--- src/rtl/segcapture_if.sv ---
// Bus bundle for segcapture: serial segment lanes and shift clock in, decoded BCD value and status pulses out.
interface segcapture_if #(
    parameter int DIGITS = 6
);
    logic [DIGITS-1:0]   segIn;
    logic                shiftIn;
    logic [4*DIGITS-1:0] cnt_out;
    logic                valid;
    logic                codeErr;
    logic                frameErr;

    modport master (
        output segIn,
        output shiftIn,
        input  cnt_out,
        input  valid,
        input  codeErr,
        input  frameErr
    );

    modport slave (
        input  segIn,
        input  shiftIn,
        output cnt_out,
        output valid,
        output codeErr,
        output frameErr
    );
endinterface

--- src/rtl/segcapture.sv ---
// Captures DIGITS serial 7-segment frames (8 bits LSB first per lane) and decodes them to BCD.
// Optional idle-timeout in RECV is enabled by defining SEGCAPTURE_TIMEOUT_EN.
module segcapture #(
    parameter int DIGITS  = 6,
    parameter int TIMEOUT = 64
) (
    input  logic       clk,
    input  logic       reset,
    segcapture_if.slave bus
);
    typedef enum logic [1:0] {IDLE, RECV, DECODE, DONE} state_t;

    localparam int DW = (DIGITS > 1) ? $clog2(DIGITS) : 1;

    // Returns {error, nibble}; anything outside the ten legal glyphs (including bit7 set) is an error.
    function automatic logic [4:0] decode_seg(input logic [7:0] pat);
        logic [4:0] res;
        case (pat)
            8'h3F:   res = 5'h00;
            8'h06:   res = 5'h01;
            8'h5B:   res = 5'h02;
            8'h4F:   res = 5'h03;
            8'h66:   res = 5'h04;
            8'h6D:   res = 5'h05;
            8'h7D:   res = 5'h06;
            8'h07:   res = 5'h07;
            8'h7F:   res = 5'h08;
            8'h6F:   res = 5'h09;
            default: res = 5'h1F;
        endcase
        return res;
    endfunction

    logic [DIGITS-1:0]   seg_s1_q, seg_s2_q;
    logic                shift_s1_q, shift_s2_q, shift_s3_q;
    logic                edge_s;
    logic [4:0]          dec_s;

    state_t              state_q, state_d;
    logic [2:0]          bit_q, bit_d;
    logic [DW-1:0]       dig_q, dig_d;
    logic [7:0]          frame_q [DIGITS];
    logic [7:0]          frame_d [DIGITS];
    logic [4*DIGITS-1:0] result_q, result_d;
    logic                err_q, err_d;
    logic [4*DIGITS-1:0] cnt_q, cnt_d;
    logic                valid_q, valid_d;
    logic                code_err_q, code_err_d;
    logic                frame_err_q, frame_err_d;

`ifdef SEGCAPTURE_TIMEOUT_EN
    localparam int TW = $clog2(TIMEOUT + 1);
    logic [TW-1:0]       idle_q, idle_d;
`endif

    // Two-flop synchronizers; the third shift flop only serves edge detection.
    always_ff @(posedge clk or posedge reset) begin
        if (reset) begin
            seg_s1_q   <= '0;
            seg_s2_q   <= '0;
            shift_s1_q <= 1'b0;
            shift_s2_q <= 1'b0;
            shift_s3_q <= 1'b0;
        end else begin
            seg_s1_q   <= bus.segIn;
            seg_s2_q   <= seg_s1_q;
            shift_s1_q <= bus.shiftIn;
            shift_s2_q <= shift_s1_q;
            shift_s3_q <= shift_s2_q;
        end
    end

    assign edge_s = shift_s2_q & ~shift_s3_q;
    assign dec_s  = decode_seg(frame_q[dig_q]);

    // Next-state, capture and decode logic.
    always_comb begin
        state_d     = state_q;
        bit_d       = bit_q;
        dig_d       = dig_q;
        frame_d     = frame_q;
        result_d    = result_q;
        err_d       = err_q;
        cnt_d       = cnt_q;
        valid_d     = 1'b0;
        code_err_d  = 1'b0;
        frame_err_d = 1'b0;
`ifdef SEGCAPTURE_TIMEOUT_EN
        idle_d      = '0;
`endif
        case (state_q)
            IDLE: begin
                if (edge_s) begin
                    for (int d = 0; d < DIGITS; d++) begin
                        frame_d[d][bit_q] = seg_s2_q[d];
                    end
                    bit_d   = 3'd1;
                    state_d = RECV;
                end else begin
                    bit_d = 3'd0;
                end
            end
            RECV: begin
                if (edge_s) begin
                    for (int d = 0; d < DIGITS; d++) begin
                        frame_d[d][bit_q] = seg_s2_q[d];
                    end
                    if (bit_q == 3'd7) begin
                        bit_d   = 3'd0;
                        dig_d   = '0;
                        err_d   = 1'b0;
                        state_d = DECODE;
                    end else begin
                        bit_d = bit_q + 3'd1;
                    end
                end else begin
`ifdef SEGCAPTURE_TIMEOUT_EN
                    if (idle_q == TW'(TIMEOUT - 1)) begin
                        // Abandon the partial frame so the next edge starts cleanly at bit 0.
                        for (int d = 0; d < DIGITS; d++) begin
                            frame_d[d] = 8'h00;
                        end
                        bit_d       = 3'd0;
                        frame_err_d = 1'b1;
                        state_d     = IDLE;
                    end else begin
                        idle_d = idle_q + TW'(1);
                    end
`else
                    bit_d = bit_q;
`endif
                end
            end
            DECODE: begin
                frame_err_d = edge_s;
                for (int d = 0; d < DIGITS; d++) begin
                    if (dig_q == DW'(d)) begin
                        result_d[4*d +: 4] = dec_s[3:0];
                    end else begin
                        result_d[4*d +: 4] = result_q[4*d +: 4];
                    end
                end
                err_d = err_q | dec_s[4];
                if (dig_q == DW'(DIGITS - 1)) begin
                    // Outputs are registered here so they appear for exactly the DONE cycle.
                    cnt_d      = result_d;
                    valid_d    = 1'b1;
                    code_err_d = err_d;
                    state_d    = DONE;
                end else begin
                    dig_d = dig_q + DW'(1);
                end
            end
            DONE: begin
                frame_err_d = edge_s;
                state_d     = IDLE;
            end
            default: begin
                state_d = IDLE;
            end
        endcase
    end

    // State and datapath registers.
    always_ff @(posedge clk or posedge reset) begin
        if (reset) begin
            state_q     <= IDLE;
            bit_q       <= 3'd0;
            dig_q       <= '0;
            result_q    <= '0;
            err_q       <= 1'b0;
            cnt_q       <= '0;
            valid_q     <= 1'b0;
            code_err_q  <= 1'b0;
            frame_err_q <= 1'b0;
            for (int d = 0; d < DIGITS; d++) begin
                frame_q[d] <= 8'h00;
            end
        end else begin
            state_q     <= state_d;
            bit_q       <= bit_d;
            dig_q       <= dig_d;
            result_q    <= result_d;
            err_q       <= err_d;
            cnt_q       <= cnt_d;
            valid_q     <= valid_d;
            code_err_q  <= code_err_d;
            frame_err_q <= frame_err_d;
            for (int d = 0; d < DIGITS; d++) begin
                frame_q[d] <= frame_d[d];
            end
        end
    end

`ifdef SEGCAPTURE_TIMEOUT_EN
    // Idle-clock counter for the RECV timeout.
    always_ff @(posedge clk or posedge reset) begin
        if (reset) begin
            idle_q <= '0;
        end else begin
            idle_q <= idle_d;
        end
    end
`endif

    assign bus.cnt_out  = cnt_q;
    assign bus.valid    = valid_q;
    assign bus.codeErr  = code_err_q;
    assign bus.frameErr = frame_err_q;
endmodule

--- src/flat_wrapper.sv ---
// flat-port wrapper written by rule: the top's interface ports become plain ports
module segcapture_flat 
#(
    parameter int DIGITS  = 6,
    parameter int TIMEOUT = 64
)
  (clk, reset, bus_segIn, bus_shiftIn, bus_cnt_out, bus_valid, bus_codeErr, bus_frameErr);
  segcapture_if #(.DIGITS(DIGITS)) bus_i ();
  input  logic clk;
  input  logic reset;
  input wire logic [$bits(bus_i.segIn)-1:0] bus_segIn;
  input wire logic [$bits(bus_i.shiftIn)-1:0] bus_shiftIn;
  output wire logic [$bits(bus_i.cnt_out)-1:0] bus_cnt_out;
  output wire logic [$bits(bus_i.valid)-1:0] bus_valid;
  output wire logic [$bits(bus_i.codeErr)-1:0] bus_codeErr;
  output wire logic [$bits(bus_i.frameErr)-1:0] bus_frameErr;
  assign bus_i.segIn = bus_segIn;
  assign bus_i.shiftIn = bus_shiftIn;
  assign bus_cnt_out = bus_i.cnt_out;
  assign bus_valid = bus_i.valid;
  assign bus_codeErr = bus_i.codeErr;
  assign bus_frameErr = bus_i.frameErr;
  segcapture #(.DIGITS(DIGITS), .TIMEOUT(TIMEOUT)) u_core (.clk(clk), .reset(reset), .bus(bus_i));
endmodule
--- config.mk ---
export PLATFORM = sky130hd
export DESIGN_NAME = segcapture_flat
export DESIGN_NICKNAME = d
export VERILOG_FILES = /design/src/rtl/segcapture_if.sv /design/src/rtl/segcapture.sv /design/src/flat_wrapper.sv
export SDC_FILE = /design/constraint.sdc
export NUM_CORES = 1
export LEC_CHECK = 0
export CORE_ASPECT_RATIO = 1.5
export CORE_MARGIN = 3
export CORE_UTILIZATION = 45
export DETAILED_ROUTE_END_ITERATION = 7
export HOLD_SLACK_MARGIN = 0.03
export SYNTH_ARGS = -nofsm -noshare
export SYNTH_HDL_FRONTEND = slang
export SYNTH_SLANG_ARGS = --single-unit
--- constraint.sdc ---
create_clock -name clk -period 7.7 [get_ports clk]
set_clock_uncertainty 0.1 [all_clocks]
set_input_delay 0.77 -clock clk [delete_from_list [all_inputs] [get_ports clk]]
set_output_delay 0.77 -clock clk [all_outputs]
set_load 0.1 [all_outputs]
==> run_summary.xml <==
<?xml version="1.0" encoding="UTF-8"?>
<metrics>
  <group name="power">
    <metric name="max-vdd-ir-drop" unit="mV">0.1612</metric>
    <metric name="int_pwr" unit="W">0.001667</metric>
    <metric name="power.share.combinational" unit="">0.388</metric>
    <metric name="share_seq_of_total_power" unit="">0.324</metric>
    <metric name="power.share.switching" unit="">0.4045</metric>
    <metric name="p_leak" unit="nW">2.997</metric>
    <metric name="power.density_cell_area" unit="nW/um^2">419.9</metric>
    <metric name="switchingPower" unit="W">0.001132</metric>
    <metric name="pwr-share-clk" unit="">0.288</metric>
  </group>
  <group name="hold_path">
    <metric name="hold_path.class" unit="">reg -&gt; reg</metric>
    <metric name="hold-path-endpoint" unit="">u_core.seg_s2_q[0]</metric>
    <metric name="whs_path_depth" unit="">0</metric>
    <metric name="hold_path_startpoint" unit="">u_core.seg_s1_q[0]</metric>
  </group>
  <group name="critical_path">
    <metric name="crit_type" unit="">reg -&gt; reg</metric>
    <metric name="r2r-end" unit="">u_core.bus.cnt_out[20]</metric>
    <metric name="ff2ff_path_depth" unit="">8</metric>
    <metric name="kind_of_end_point_of_the_critical_path" unit="">flip-flop</metric>
    <metric name="cp_slowest_cell" unit="">a2111oi_4</metric>
    <metric name="timing.critical_path.from_type" unit="">flip-flop</metric>
    <metric name="crit_path_cell_trace" unit="">buf_4, mux2_2, o21ai_0, o221ai_1, a2111oi_4, a221oi_4, a21boi_4, a21oi_1</metric>
    <metric name="worst-r2r-setup-slack" unit="ns">4.72</metric>
    <metric name="crit-reg2reg-launch" unit="">u_core.dig_q[0]</metric>
    <metric name="worstPathRequired" unit="ns">7.87</metric>
    <metric name="critical_path.max_stage_delay" unit="ns">0.53</metric>
    <metric name="cp.arrival" unit="ns">3.15</metric>
    <metric name="critPathMaxFanout" unit="">27</metric>
  </group>
  <group name="sta">
    <metric name="fmax" unit="GHz">0.3351</metric>
    <metric name="finalCritPeriodShare" unit="">0.3875</metric>
    <metric name="report.final.setup_viol" unit="">0</metric>
    <metric name="report.final.hold_viol_count" unit="">0</metric>
    <metric name="timing.slew.headroom" unit="">0.2466</metric>
    <metric name="grt_setup_unrepaired" unit="">false</metric>
    <metric name="worstMarginPinSlew" unit="ns">1.122</metric>
    <metric name="timing.setup.tns" unit="ns">0</metric>
    <metric name="slew_violations" unit="">0</metric>
    <metric name="period_needed" unit="ns">2.984</metric>
  </group>
  <group name="clock_tree">
    <metric name="clk_pin_slew_worst_paths" unit="ns">0.05</metric>
    <metric name="clock_tree.buffer_depth" unit="">2</metric>
    <metric name="cts.sink_count" unit="">119</metric>
    <metric name="cts_made_buffers" unit="">17</metric>
    <metric name="tritoncts" unit="">built</metric>
    <metric name="cts.hold.buffers_added" unit="">0</metric>
    <metric name="insertion_delay" unit="ns">0.41</metric>
    <metric name="cts_resized" unit="">0</metric>
    <metric name="post_cts_buffers" unit="">0</metric>
    <metric name="ctsHtreeMaxLevel" unit="">4</metric>
    <metric name="root_buffer" unit="">clkbuf_16</metric>
  </group>
  <group name="global_routing">
    <metric name="grt_pass1_wl" unit="microns">20600</metric>
    <metric name="grt_util_all_layers" unit="">0.1890</metric>
    <metric name="grt_start_max_net_pins" unit="">77</metric>
    <metric name="antenna_found_initial" unit="">0</metric>
    <metric name="grt_pass1_vias" unit="">3957</metric>
    <metric name="grt_remaining_overflow" unit="">0</metric>
  </group>
  <group name="detailed_routing">
    <metric name="iteration_count_of_the_initial_detailed_routing_pass" unit="">5</metric>
    <metric name="drt_iter0_drc" unit="">184</metric>
    <metric name="routed_wire_length_per_instance" unit="microns">17.64</metric>
    <metric name="avgViaCountPerCell" unit="">5.475</metric>
    <metric name="final_antenna_violating_net_count" unit="">0</metric>
    <metric name="vias" unit="">3745</metric>
    <metric name="post-route-drc-count" unit="">0</metric>
    <metric name="routed_wirelength" unit="microns">12070</metric>
  </group>
  <group name="die">
    <metric name="die-height" unit="microns">142.8</metric>
    <metric name="floorplan.die.width" unit="microns">97.22</metric>
    <metric name="rows" unit="">49</metric>
    <metric name="boundaryPins" unit="">36</metric>
    <metric name="coreArea" unit="sq um">12080</metric>
    <metric name="initial_standard_cell_utilization_of_the_core" unit="">0.4650</metric>
    <metric name="die_area" unit="sq um">13890</metric>
  </group>
  <group name="job">
    <metric name="cap_violations" unit="">0</metric>
  </group>
  <group name="yosys">
    <metric name="asyncSetResetFlopFracSynth" unit="">1.000</metric>
    <metric name="postSynthNetCount" unit="">499</metric>
    <metric name="synth_area" unit="sq um">5617</metric>
    <metric name="synth_cell_count_leaders" unit="">119 x dfrtp_1, 76 x nand2_1, 54 x mux2_2</metric>
    <metric name="synth_top_cells_by_area" unit="">dfrtp_1 53%, mux2_2 11%, nand2_1 5.1%</metric>
    <metric name="synth_most_common_cell" unit="">dfrtp_1</metric>
    <metric name="synth_warnings" unit="">0</metric>
    <metric name="synth.yosys.seq_area_share" unit="">0.5302</metric>
    <metric name="ys_types" unit="">61</metric>
    <metric name="netlist_instances" unit="">479</metric>
    <metric name="synth_area_leader_cell" unit="">dfrtp_1</metric>
    <metric name="synth_flop_cell" unit="">dfrtp_1</metric>
    <metric name="postSynthAreaPerCell" unit="sq um">11.73</metric>
    <metric name="synth-edff-count" unit="">0</metric>
    <metric name="postSynthRegisterBits" unit="">119</metric>
    <metric name="synth_top_area_frac" unit="">0.5302</metric>
  </group>
  <group name="layout">
    <metric name="insertedDiodeCount" unit="">0</metric>
    <metric name="area_growth" unit="%">18.69</metric>
    <metric name="layout.nets" unit="">538</metric>
    <metric name="final_layout_size_suffix_gt1_frac" unit="">0.2128</metric>
    <metric name="final_cell_area" unit="sq um">6666</metric>
  </group>
  <group name="place">
    <metric name="port-buffer-count" unit="">35</metric>
    <metric name="routabilityCongestion" unit="">0.9949</metric>
    <metric name="detailed_place.area" unit="sq um">6057</metric>
    <metric name="hpwl" unit="microns">8580</metric>
  </group>
  <group name="status">
    <metric name="run_status" unit="">finished clean</metric>
  </group>
</metrics>
-- layout by cell type, fill, tap and decap left out, types with 4 or more instances in the layout --
| cell | synthesis | final |
|---|---|---|
| buf_4 | 1 | 4 |
| o21ai_1 | 11 | 11 |
| o22ai_1 | 5 | 5 |
| ha_1 | 11 | 11 |
| a21oi_1 | 16 | 16 |
| inv_1 | 9 | 8 |
| mux2_2 | 54 | 54 |
| nor3_1 | 6 | 6 |
| and2_1 | 6 | 6 |
| clkbuf_16 | 0 | 17 |
| nand3_1 | 5 | 5 |
| nor3b_1 | 8 | 8 |
| nor2_1 | 20 | 20 |
| a22o_1 | 5 | 5 |
| nand2_1 | 76 | 76 |
| clkdlybuf4s50_1 | 0 | 35 |
| o21ai_0 | 25 | 25 |
| mux4_2 | 4 | 4 |
| dfrtp_1 | 119 | 119 |
| or3_1 | 7 | 7 |
| mux2i_1 | 16 | 16 |
| nand2b_1 | 5 | 5 |
-- critical path, delay by kind of cell (launching register included) --
family | cells | cell delay [ns]
multiplexers | 1 | 0.39
buffers and inverters | 1 | 0.33
flip-flops | 1 | 0.32
AO/OA/AOI/OAI | 6 | 1.69
-- worst max-delay path by stage --
| stage | startpoint | to | depth (start not counted) |
|---|---|---|---|
| after floorplan | reset | u_core.bit_q[0] | 1 |
| after global placement | u_core.dig_q[1] | u_core.bus.cnt_out[18] | 7 |
| after detailed placement | u_core.dig_q[0] | u_core.bus.cnt_out[20] | 8 |
| after CTS | u_core.dig_q[0] | u_core.bus.cnt_out[20] | 8 |
| after global routing | u_core.dig_q[0] | u_core.bus.cnt_out[23] | 8 |
| final | u_core.dig_q[0] | u_core.bus.cnt_out[20] | 8 |
-- layer usage --
| layer | GRT usage | vias up | part of all wire |
|---|---|---|---|
| met5 | 0 | - | 0 |
| met3 | 0.03372 | 32 | 0.034 |
| met2 | 0.3322 | 85 | 0.52 |
| met1 | 0.2132 | 1824 | 0.40 |
| li1 | - | 1804 | - |
| met4 | 0.1174 | 0 | 0.046 |
-- layout make-up --
class	count	area (sq um)
clock buffers	21	460.4
fillers	1029	5411
well taps	153	191.4
flip-flops and latches	119	2978
repair buffers	39	380.4
clock inverters	11	148.9
inverters	9	36.28
multi-input cells	332	2471
-- power by group through the flow --
stage | registers (W) | clock network, W | logic (W)
final | 0.000906 | 0.000806 | 0.00109
after global routing | 0.000930 | 0.000847 | 0.00117
after CTS | 0.000908 | 0.000819 | 0.00110
after detailed placement | 0.000918 | 0 | 0.00109
after global placement | 0.000911 | 0 | 0.00108
after floorplan | 0.00126 | 0 | 0.000516
-- flip-flops by register name, indices dropped and copies added, names as in the netlist, 2 cells and up --
name,count
u_core.seg_s1_q,6
u_core.state_q,2
u_core.bus.cnt_out,24
u_core.result_q,20
u_core.dig_q,3
u_core.seg_s2_q,6
u_core.bit_q,3
u_core.frame_q,48
-- through the flow --
stage          hold WS, ns  power (W)  setup WS [ns]  utilization  cells
5_1_grt             0.2524   0.002944          4.479       0.5520    684
2_1_floorplan       0.2312   0.001775          3.673            -    479
6_report            0.2463   0.002799          4.716       0.5520    684
3_5_place_dp        0.2347   0.002009          4.742       0.5015    652
3_3_place_gp        0.2339   0.001988          4.819       0.5015    652
4_1_cts             0.2472   0.002822          4.735       0.5520    684
-- cells by family (layout without fill, tap and decap cells) --
family / Yosys count / count (layout) / synth area share
compound gates: 94 / 94 / 0.1294
fa+ha+maj: 11 / 11 / 0.02450
buf+inv: 28 / 80 / 0.02985
flops: 119 / 119 / 0.5302
mux: 74 / 74 / 0.1528
simple gates: 153 / 153 / 0.1332
(Power assumes the default switching activity.)
